`config.mk`:
```
export PLATFORM = sky130hd
export DESIGN_NAME = u_mem_access_ctrl
export DESIGN_NICKNAME = d
export VERILOG_FILES = /design/src/rtl/u_mem_pkg.sv /design/src/rtl/u_load_ext.sv /design/src/rtl/u_mem_access_ctrl.sv
export SDC_FILE = /design/constraint.sdc
export NUM_CORES = 1
export LEC_CHECK = 0
export ABC_AREA = 1
export BUFFER_PORTS_ARGS = -buffer_cell sky130_fd_sc_hd__buf_2
export CAP_MARGIN = 20
export CORE_MARGIN = 2
export CORE_UTILIZATION = 55
export DETAILED_ROUTE_END_ITERATION = 8
export PLACE_DENSITY = 0.88
export SLEW_MARGIN = 20
export SYNTH_ARGS = -nofsm -noshare
export SYNTH_HDL_FRONTEND = slang
export SYNTH_HIERARCHICAL = 1
export SYNTH_SLANG_ARGS = --single-unit
```
`constraint.sdc`:
```
create_clock -name i_sys_clock -period 4.76 [get_ports i_sys_clock]
set_clock_uncertainty 0.05 [all_clocks]
set_input_delay 0.238 -clock i_sys_clock [delete_from_list [all_inputs] [get_ports i_sys_clock]]
set_output_delay 0.238 -clock i_sys_clock [all_outputs]
set_load 0.05 [all_outputs]
```
`src/rtl/u_mem_pkg.sv`:
```
// Shared types and op-code helpers for the memory-stage access sequencer.
package u_mem_pkg;

    typedef enum logic [3:0] {
        MOP_NOP = 4'd0,
        MOP_LB  = 4'd1,
        MOP_LBU = 4'd2,
        MOP_LH  = 4'd3,
        MOP_LHU = 4'd4,
        MOP_LW  = 4'd5,
        MOP_SB  = 4'd6,
        MOP_SH  = 4'd7,
        MOP_SW  = 4'd8
    } mem_op_e;

    typedef enum logic {
        IDLE  = 1'b0,
        HALF2 = 1'b1
    } mac_state_e;

    localparam logic [3:0] OP_NOP = 4'd0;
    localparam logic [3:0] OP_LB  = 4'd1;
    localparam logic [3:0] OP_LBU = 4'd2;
    localparam logic [3:0] OP_LH  = 4'd3;
    localparam logic [3:0] OP_LHU = 4'd4;
    localparam logic [3:0] OP_LW  = 4'd5;
    localparam logic [3:0] OP_SB  = 4'd6;
    localparam logic [3:0] OP_SH  = 4'd7;
    localparam logic [3:0] OP_SW  = 4'd8;

    function automatic logic is_load(input logic [3:0] op);
        return (op == OP_LB) || (op == OP_LBU) || (op == OP_LH) ||
               (op == OP_LHU) || (op == OP_LW);
    endfunction

    function automatic logic is_half(input logic [3:0] op);
        return (op == OP_LH) || (op == OP_LHU) || (op == OP_SH);
    endfunction

    function automatic logic is_word(input logic [3:0] op);
        return (op == OP_LW) || (op == OP_SW);
    endfunction

endpackage

```
`src/rtl/u_load_ext.sv`:
```
// Sign/zero extension of a byte or halfword load result to 32 bits.
module u_load_ext (
    input  logic [15:0] data,
    input  logic        size_half,
    input  logic        sign_ext,
    output logic [31:0] result
);

    // select width and extension mode
    always_comb begin
        result = 32'd0;
        if (size_half) begin
            if (sign_ext) begin
                result = {{16{data[15]}}, data};
            end else begin
                result = {16'd0, data};
            end
        end else begin
            if (sign_ext) begin
                result = {{24{data[7]}}, data[7:0]};
            end else begin
                result = {24'd0, data[7:0]};
            end
        end
    end

endmodule

```
`src/rtl/u_mem_access_ctrl.sv`:
```
// Memory-stage sequencer: maps MIPS load/store ops onto a word/byte data memory
// port, splitting halfwords into two byte accesses with a one-cycle stall.
module u_mem_access_ctrl
    import u_mem_pkg::*;
(
    input  logic        i_sys_clock,
    input  logic        i_sys_rst_n,
    input  logic        i_u_mem_access_ctrl_valid,
    input  logic [3:0]  i_u_mem_access_ctrl_op,
    input  logic [31:0] i_u_mem_access_ctrl_addr,
    input  logic [31:0] i_u_mem_access_ctrl_wdata,
    input  logic [31:0] i_u_mem_access_ctrl_dm_rdata,
    output logic [31:0] o_u_mem_access_ctrl_dm_addr,
    output logic [31:0] o_u_mem_access_ctrl_dm_wdata,
    output logic        o_u_mem_access_ctrl_dm_wr,
    output logic        o_u_mem_access_ctrl_dm_word,
    output logic        o_u_mem_access_ctrl_stall,
    output logic [31:0] o_u_mem_access_ctrl_rdata,
    output logic        o_u_mem_access_ctrl_rdata_valid,
    output logic        o_u_mem_access_ctrl_misalign
);

    mac_state_e  state_r, next_state_s;
    logic [31:0] hold_addr_r;
    logic [7:0]  hold_byte_r;
    logic [3:0]  hold_op_r;

    logic        valid_s;
    logic [3:0]  op_s;
    logic [31:0] addr_s;
    logic [31:0] dm_rdata_s;

    logic [31:0] dm_addr_s, dm_wdata_s, rdata_s;
    logic        dm_wr_s, dm_word_s, stall_s, rdata_valid_s, misalign_s, capture_s;

    logic [15:0] ext_data_s;
    logic        ext_half_s, ext_signed_s;
    logic [31:0] ext_result_s;

    assign valid_s    = i_u_mem_access_ctrl_valid;
    assign op_s       = i_u_mem_access_ctrl_op;
    assign addr_s     = i_u_mem_access_ctrl_addr;
    assign dm_rdata_s = i_u_mem_access_ctrl_dm_rdata;

    // The second half of a halfword load pairs the fresh byte with the held low byte
    assign ext_half_s   = (state_r == HALF2);
    assign ext_data_s   = (state_r == HALF2) ? {dm_rdata_s[7:0], hold_byte_r}
                                             : {8'd0, dm_rdata_s[7:0]};
    assign ext_signed_s = (state_r == HALF2) ? (hold_op_r == OP_LH) : (op_s == OP_LB);

    u_load_ext u_ext (
        .data      (ext_data_s),
        .size_half (ext_half_s),
        .sign_ext  (ext_signed_s),
        .result    (ext_result_s)
    );

    // next-state and memory-port decode
    always_comb begin
        next_state_s  = state_r;
        dm_addr_s     = addr_s;
        dm_wdata_s    = i_u_mem_access_ctrl_wdata;
        dm_wr_s       = 1'b0;
        dm_word_s     = 1'b1;
        stall_s       = 1'b0;
        rdata_s       = 32'd0;
        rdata_valid_s = 1'b0;
        misalign_s    = 1'b0;
        capture_s     = 1'b0;
        case (state_r)
            IDLE: begin
                if (valid_s && is_word(op_s)) begin
                    if (addr_s[1:0] != 2'b00) begin
                        misalign_s = 1'b1;
                    end else if (op_s == OP_SW) begin
                        dm_wr_s = 1'b1;
                    end else begin
                        rdata_s       = dm_rdata_s;
                        rdata_valid_s = 1'b1;
                    end
                end else if (valid_s && is_half(op_s)) begin
                    dm_word_s    = 1'b0;
                    stall_s      = 1'b1;
                    capture_s    = 1'b1;
                    dm_wr_s      = (op_s == OP_SH);
                    next_state_s = HALF2;
                end else if (valid_s && ((op_s == OP_LB) || (op_s == OP_LBU))) begin
                    dm_word_s     = 1'b0;
                    rdata_s       = ext_result_s;
                    rdata_valid_s = 1'b1;
                end else if (valid_s && (op_s == OP_SB)) begin
                    dm_word_s = 1'b0;
                    dm_wr_s   = 1'b1;
                end else begin
                    dm_word_s = 1'b1;
                end
            end
            HALF2: begin
                dm_addr_s    = hold_addr_r;
                dm_word_s    = 1'b0;
                dm_wdata_s   = {24'd0, hold_byte_r};
                next_state_s = IDLE;
                if (hold_op_r == OP_SH) begin
                    dm_wr_s = 1'b1;
                end else begin
                    rdata_s       = ext_result_s;
                    rdata_valid_s = 1'b1;
                end
            end
            default: begin
                next_state_s = IDLE;
            end
        endcase
    end

    // state and halfword hold registers
    always_ff @(posedge i_sys_clock or negedge i_sys_rst_n) begin
        if (!i_sys_rst_n) begin
            state_r     <= IDLE;
            hold_addr_r <= 32'd0;
            hold_byte_r <= 8'd0;
            hold_op_r   <= OP_NOP;
        end else begin
            state_r <= next_state_s;
            if (capture_s) begin
                hold_addr_r <= addr_s + 32'd1;
                hold_op_r   <= op_s;
                hold_byte_r <= is_load(op_s) ? dm_rdata_s[7:0]
                                             : i_u_mem_access_ctrl_wdata[15:8];
            end
        end
    end

    // Control outputs are forced quiet for as long as reset is held
    assign o_u_mem_access_ctrl_dm_addr     = dm_addr_s;
    assign o_u_mem_access_ctrl_dm_wdata    = dm_wdata_s;
    assign o_u_mem_access_ctrl_dm_word     = dm_word_s;
    assign o_u_mem_access_ctrl_dm_wr       = i_sys_rst_n & dm_wr_s;
    assign o_u_mem_access_ctrl_stall       = i_sys_rst_n & stall_s;
    assign o_u_mem_access_ctrl_rdata       = i_sys_rst_n ? rdata_s : 32'd0;
    assign o_u_mem_access_ctrl_rdata_valid = i_sys_rst_n & rdata_valid_s;
    assign o_u_mem_access_ctrl_misalign    = i_sys_rst_n & misalign_s;

endmodule

```
### Word level (Yosys, flattened, before mapping)

Index checks and enable logic that the tools add are counted.

| storage, ports and cells | value |
|---|---|
| bits in registers | 45 |
| input port bits | 103 |
| output and inout bits | 101 |
| logic and storage cells | 75 |

| operators by class | value |
|---|---|
| add/subtract/negate cells | 1 |
| eq/ne operators | 10 |
| mux-type cells | 43 |
| bitwise gates (word level) | 5 |
| reduce and logical (&&, ||, !) cells | 12 |

Operator list:

| kind | count |
|---|---|
| 2-to-1 mux 32 bit | 12 |
| one-hot mux 32 bit (2 select lines) | 1 |
| adder 32 x 1 -> 32 bit, second input constant | 1 |
| 2-to-1 mux 1 bit | 24 |
| equality test 4 x 3 -> 1 bit, second input constant | 5 |
| 2-to-1 mux 16 bit | 1 |
| equality test 4 x 2 -> 1 bit, second input constant | 3 |
| 2-to-1 mux 8 bit | 1 |
| one-hot mux 1 bit (2 select lines) | 4 |
| logical OR 1 bit | 7 |
| AND 1 bit | 4 |
| equality test 4 x 1 -> 1 bit, second input constant | 1 |
| equality test 4 bit, second input constant | 1 |
| logical AND 1 bit | 4 |
| nonzero test 2 bit | 1 |
| inverter 1 bit | 1 |

### Depth between registers and ports, before layout

| depth | value |
|---|---|
| depth after elaboration | 9 |
| mapped depth | 15 |
| depth with buffers taken out | 12 |

### By module

Netlist, hierarchy kept.

Modules (own cells, without submodules):

| module | times used | cells each | area an instance (um^2) | sequential area each (um^2) |
|---|---|---|---|---|
| u_mem_access_ctrl | 1 | 968 | 5031.1 | 1126.1 |
| u_load_ext | 1 | 44 | 274.0 | 0.0 |

### Worst setup path before layout

No wires, ideal clock.

| timing | value |
|---|---|
| path kind | reg2out |
| start | register state_r, in the netlist ext_half_s |
| end | output port o_u_mem_access_ctrl_rdata[22] |
| arrival | 3.048 ns |
| data required time | 4.472 ns |
| slack | 1.424 ns |
| stages on the path, launching flop included | 14 |
| buffers on the path | 3 |
| cell sequence | dfrtp_1 buf_2 clkinv_1 clkbuf_1 o41ai_1 nand3_4 nand2_1 buf_4 nand4_1 nand2_1 nand2_1 nand2_1 nand2_1 nor2_1 |

| between the ends | value |
|---|---|
| longest elaborated chain between the ends | 8 |
| elaborated cells on any way between the ends | 12 |
| those cells by class | mux (11); bitwise (1) |

Ends and longest elaborated chain:

| element | line | RTL |
|---|---|---|
| start: declaration | u_mem_access_ctrl.sv:23 | `mac_state_e state_r, next_state_s;` |
| start signal: assignment | u_mem_access_ctrl.sv:124 | `state_r <= next_state_s;` |
| 2-to-1 mux 1 bit * | u_mem_access_ctrl.sv:49 | `assign ext_signed_s = (state_r == HALF2) ? (hold_op_r == OP_LH) : (op_s == OP_LB);` |
| via ext_signed_s | u_mem_access_ctrl.sv:37 | `logic ext_half_s, ext_signed_s;` |
| 2-to-1 mux 32 bit (on tied branches) | u_load_ext.sv:19, u_load_ext.sv:13 |  |
| 2-to-1 mux 32 bit * | u_load_ext.sv:12 | `if (size_half) begin` |
| via ext_result_s[22] | u_mem_access_ctrl.sv:38 | `logic [31:0] ext_result_s;` |
| 2-to-1 mux 32 bit | u_mem_access_ctrl.sv:87 | `end else if (valid_s && ((op_s == OP_LB) \|\| (op_s == OP_LBU))) begin` |
| 2-to-1 mux 32 bit | u_mem_access_ctrl.sv:81 | `end else if (valid_s && is_half(op_s)) begin` |
| 2-to-1 mux 32 bit | u_mem_access_ctrl.sv:72 | `if (valid_s && is_word(op_s)) begin` |
| one-hot mux 32 bit (2 select lines) * | u_mem_access_ctrl.sv:70 | `case (state_r)` |
| 2-to-1 mux 32 bit * | u_mem_access_ctrl.sv:140 | `assign o_u_mem_access_ctrl_rdata = i_sys_rst_n ? rdata_s : 32'd0;` |
| end: declaration | u_mem_access_ctrl.sv:18 | `output logic [31:0] o_u_mem_access_ctrl_rdata,` |

The timed path passes the listed nets; every way through them passes the cells marked *.

### Worst setup path in the final report

| timing | value |
|---|---|
| start | register state_r, in the netlist ext_half_s |
| end | output port o_u_mem_access_ctrl_rdata[22] |

| between the ends | value |
|---|---|
| longest elaborated chain between the ends | 8 |
| elaborated cells on any way between the ends | 12 |
| those cells by class | mux (11); bitwise (1) |

Ends and longest elaborated chain:

| element | line | RTL |
|---|---|---|
| 2-to-1 mux 16 bit * | u_mem_access_ctrl.sv:47 | `assign ext_data_s = (state_r == HALF2) ? {dm_rdata_s[7:0], hold_byte_r}` |
| via ext_data_s[7] | u_mem_access_ctrl.sv:36 | `logic [15:0] ext_data_s;` |
| 2-to-1 mux 32 bit * | u_load_ext.sv:19 | `if (sign_ext) begin` |
| 2-to-1 mux 32 bit * | u_load_ext.sv:12 |  |
| 2-to-1 mux 32 bit | u_mem_access_ctrl.sv:87 |  |
| 2-to-1 mux 32 bit | u_mem_access_ctrl.sv:81 |  |
| 2-to-1 mux 32 bit | u_mem_access_ctrl.sv:72 |  |
| one-hot mux 32 bit (2 select lines) * | u_mem_access_ctrl.sv:70 |  |
| 2-to-1 mux 32 bit * | u_mem_access_ctrl.sv:140 |  |

Marks and branches as above.

==> metrics.md <==
| Metric | Value |
|---|---|
| Placed wire-length estimate | 11,400 um |
| RSZ-0062 raised after global routing | false |
| Post-route DRC | 0 |
| Final setup fails | 0 |
| Area Overhead vs Synth | 16.9% |
| Die Span Y | between 100 and 150 um |
| Setup crit start kind | flop |
| Worst path bufs/invs | 3 |
| Pin count of the biggest net entering global routing | 73 |
| Max clock buf depth | 2 |
| Avg Inst Size Synth | 5.24 um^2 |
| Initial drt markers | 428 |
| Clock transition at path regs | 90 ps |
| Peak supply drop | 0.181 mV |
| Number of global-route vias before repair | around 5,700 |
| First-pass DRT Iterations | 6 |
| Congestion Overflow GR | 0 |
| Global-route wire length before repair | around 26,000 um |
| Crit path required time | 4470 ps |
| Design area | 6200 um^2 |
| Gp weighted congestion | 0.931 |
| Initial Utilization | a little under three fifths |
| Failing checks | hold timing |
| Clk root buf | clkbuf_8 |
| Row count | 35 |
| LEAKAGE | 0.00369 uW |
| Crit path max-delay cell type | nand2_1 |
| Worst hold path type | primary input to async pin |
| Most frequent cells in the layout | nand2_1, buf_2, inv_1 |
| Post-CTS Setup Inserts | 0 |
| Minimum clock period | slightly below 4000 ps |
| Worst-path cell chain | inv_2 > buf_4 > nand2_1 > nand2_1 > nand3_4 > nand2_1 > nand4_1 > nand2_1 > nand2_1 > nand2_1 > nand2_1 > nor2_1 > buf_2 |
| Synth Warn # | 6 |
| Core Area | between 9000 and 10,000 um^2 |
| Commonest non-fill, non-tap cell in the layout | nand2_1 |
| Inserted Clock Buffers | 5 |
| Clk Latency, worst-skew pair | a little under 300 ps |
| Non-Filler Instances | about 1,300 |
| Htree depth | 2 |
| Worst Setup End Kind | output pin |
| Cell Pwr Density | 224 nW/um^2 |
| Top cells by area, synth | nand2_1, dfrtp_1, o21ai_0 |
| Die area | 10,400 um^2 |
| Setup TNS | 0 ps |
| Initial antenna violation count | 1 |
| Synth Register Bits | 45 |
| Kind of critical path | flop to output pin |
| Register area share after synthesis | between 20% and 30% |
| Tot GR Track Use | 30.2% |
| Status | finished with violations |
| Rel. slew slack | 31.3% |
| CTS tree | done |
| Post-synthesis cell area | about 5300 um^2 |
| Flop-to-flop setup slack | 2670 ps |
| Port bufs | between 200 and 250 |
| Die Wd | 102 um |
| Final period util | 82.3% |
| # resized after CTS | 0 |
| Crit-path max FO | 43 |
| Max-cap violations | 0 |
| Detailed Route WL | 16,000 um |
| CP arrival | roughly 3600 ps |
| CTS Hold Bufs | 0 |
| Largest incremental delay on the critical path | around 760 ps |
| I/O pin count | 204 |
| Yosys cell types | 28 |
| Area share of the largest cell type after synthesis | 33.7% |
| Vias/cell | 5.13 |
| Area after DPL | around 6100 um^2 |
| Slew @ Worst Pin | 1020 ps |
| Fin. max-slew vios | 0 |
| Total Nets Final | 1,257 |
| Antenna cells | 0 |
| Detail Route Antenna Nets | 0 |
| Delay-heaviest family, CP | simple AND/OR/NAND/NOR gates |
| Syn nets | 1,117 |
| Post-Synthesis Cells | between 1,000 and 1,500 |
| Vias | 6,579 |
| Yosys top cell by area | nand2_1 |
| Final Hold Fails | 4 |
| Placed Cells incl. Taps | 1,274 |
| Average wire per cell in the routed design | approximately 12 um |
| Most common cell on crit path | nand2_1 |
| Hold slack final | -4.53 ps |
| Clock sink count | 45 |
| Fmax | 255 MHz |
| Fraction of layout cells with a size suffix above 1 | 20.2% |
## final cells by class
| class | count | area [um^2] |
|---|---|---|
| Multi-Input combinational cell | 781 | 3330 |
| Tap cell | 129 | 161 |
| Fill cell | 939 | 3080 |
| Clock inverter | 2 | 13.8 |
| Inverter | 107 | 402 |
| Sequential cell | 45 | 1130 |
| Clock buffer | 6 | 82.6 |
| Timing Repair Buffer | 212 | 1080 |
## synth_stat cells
| cell type | n |
|---|---|
| or2_2 | 1 |
| dfrtp_1 | 45 |
| nand3_1 | 58 |
| buf_1 | 6 |
| nor2_2 | 4 |
| o21ai_1 | 1 |
| clkbuf_2 | 1 |
| o21ai_0 | 77 |
| nor2_1 | 97 |
| and2_1 | 1 |
| nor4_1 | 2 |
| xnor2_1 | 1 |
| buf_6 | 6 |
| ha_1 | 2 |
| buf_4 | 23 |
| nand2_2 | 1 |
| clkinv_1 | 2 |
| nand4_1 | 34 |
| o41ai_1 | 1 |
| inv_2 | 3 |
| inv_1 | 102 |
| nor3_1 | 2 |
| xor2_1 | 12 |
| clkbuf_1 | 25 |
| nand3_4 | 1 |
| buf_2 | 18 |
| nand2_1 | 476 |
| a21oi_1 | 10 |
## metal layers
metal / vias to the layer above / wire length (um) / global-route usage (%)
li1: 3380 / - / -
met1: 2879 / 6870 / 41.5
met2: 290 / 7540 / 49.2
met3: 28 / 1310 / 5.13
met4: 2 / 261 / 8.41
met5: - / 13 / 0
## worst reg2reg max path: cells and delay by family (launching register included)
kind                   cells  cell delay (ps)
AND/OR/NAND/NOR            1              110
flip-flops                 1              410
buffers and inverters      2             1150
AO/OA/AOI/OAI              1              220
## sequential cells by signal, indices dropped and copies added, names as in the netlist
register	count
ext_half_s	1
hold_addr_r	32
hold_byte_r	8
hold_op_r	4
## power by group
part	internal, uW	switching [uW]
sequential	469	44.4
clock	118	142
combinational	164	452
total	751	638
## through the flow
stage                     hold WS [ps]  worst slack (ps)  power [uW]  util, %
final                            -4.53               842        1390     66.8
after global placement             358              1330        1120     65.8
after detailed placement           357              1270        1130     65.8
after global routing              62.8               496        1480     66.8
after CTS                         33.2               926        1390     66.8
after floorplan                   -108              1420         975        -
## cells by family (layout without fill, tap and decap cells)
kind of cell	count (synthesis)	count (layout)	synth area share, %
and+or+nand+nor	677	677	51.6
AOI/OAI and AO/OA	89	89	8.47
xor gates and xnor gates	13	13	2.15
DFF	45	45	21.2
buffers and inverters	186	327	16.1
adders and majority gates	2	2	0.472
## final timing paths
| check | from | to | cells past startpoint |
|---|---|---|---|
| min in group i_sys_clock | i_u_mem_access_ctrl_addr[0] | hold_addr_r[0]$_DFFE_PN0P_ | 2 |
| min reg2reg | hold_byte_r[1]$_DFFE_PN0P_ | hold_byte_r[1]$_DFFE_PN0P_ | 2 |
| max reg2reg | ext_half_s$_DFF_PN0_ | hold_addr_r[9]$_DFFE_PN0P_ | 4 |
| max in group asynchronous | i_sys_rst_n | ext_half_s$_DFF_PN0_ | 2 |
| min | i_sys_rst_n | hold_addr_r[28]$_DFFE_PN0P_ | 2 |
| max | ext_half_s$_DFF_PN0_ | o_u_mem_access_ctrl_rdata[22] | 13 |
No activity file was read; power rests on OpenSTA's default activity.
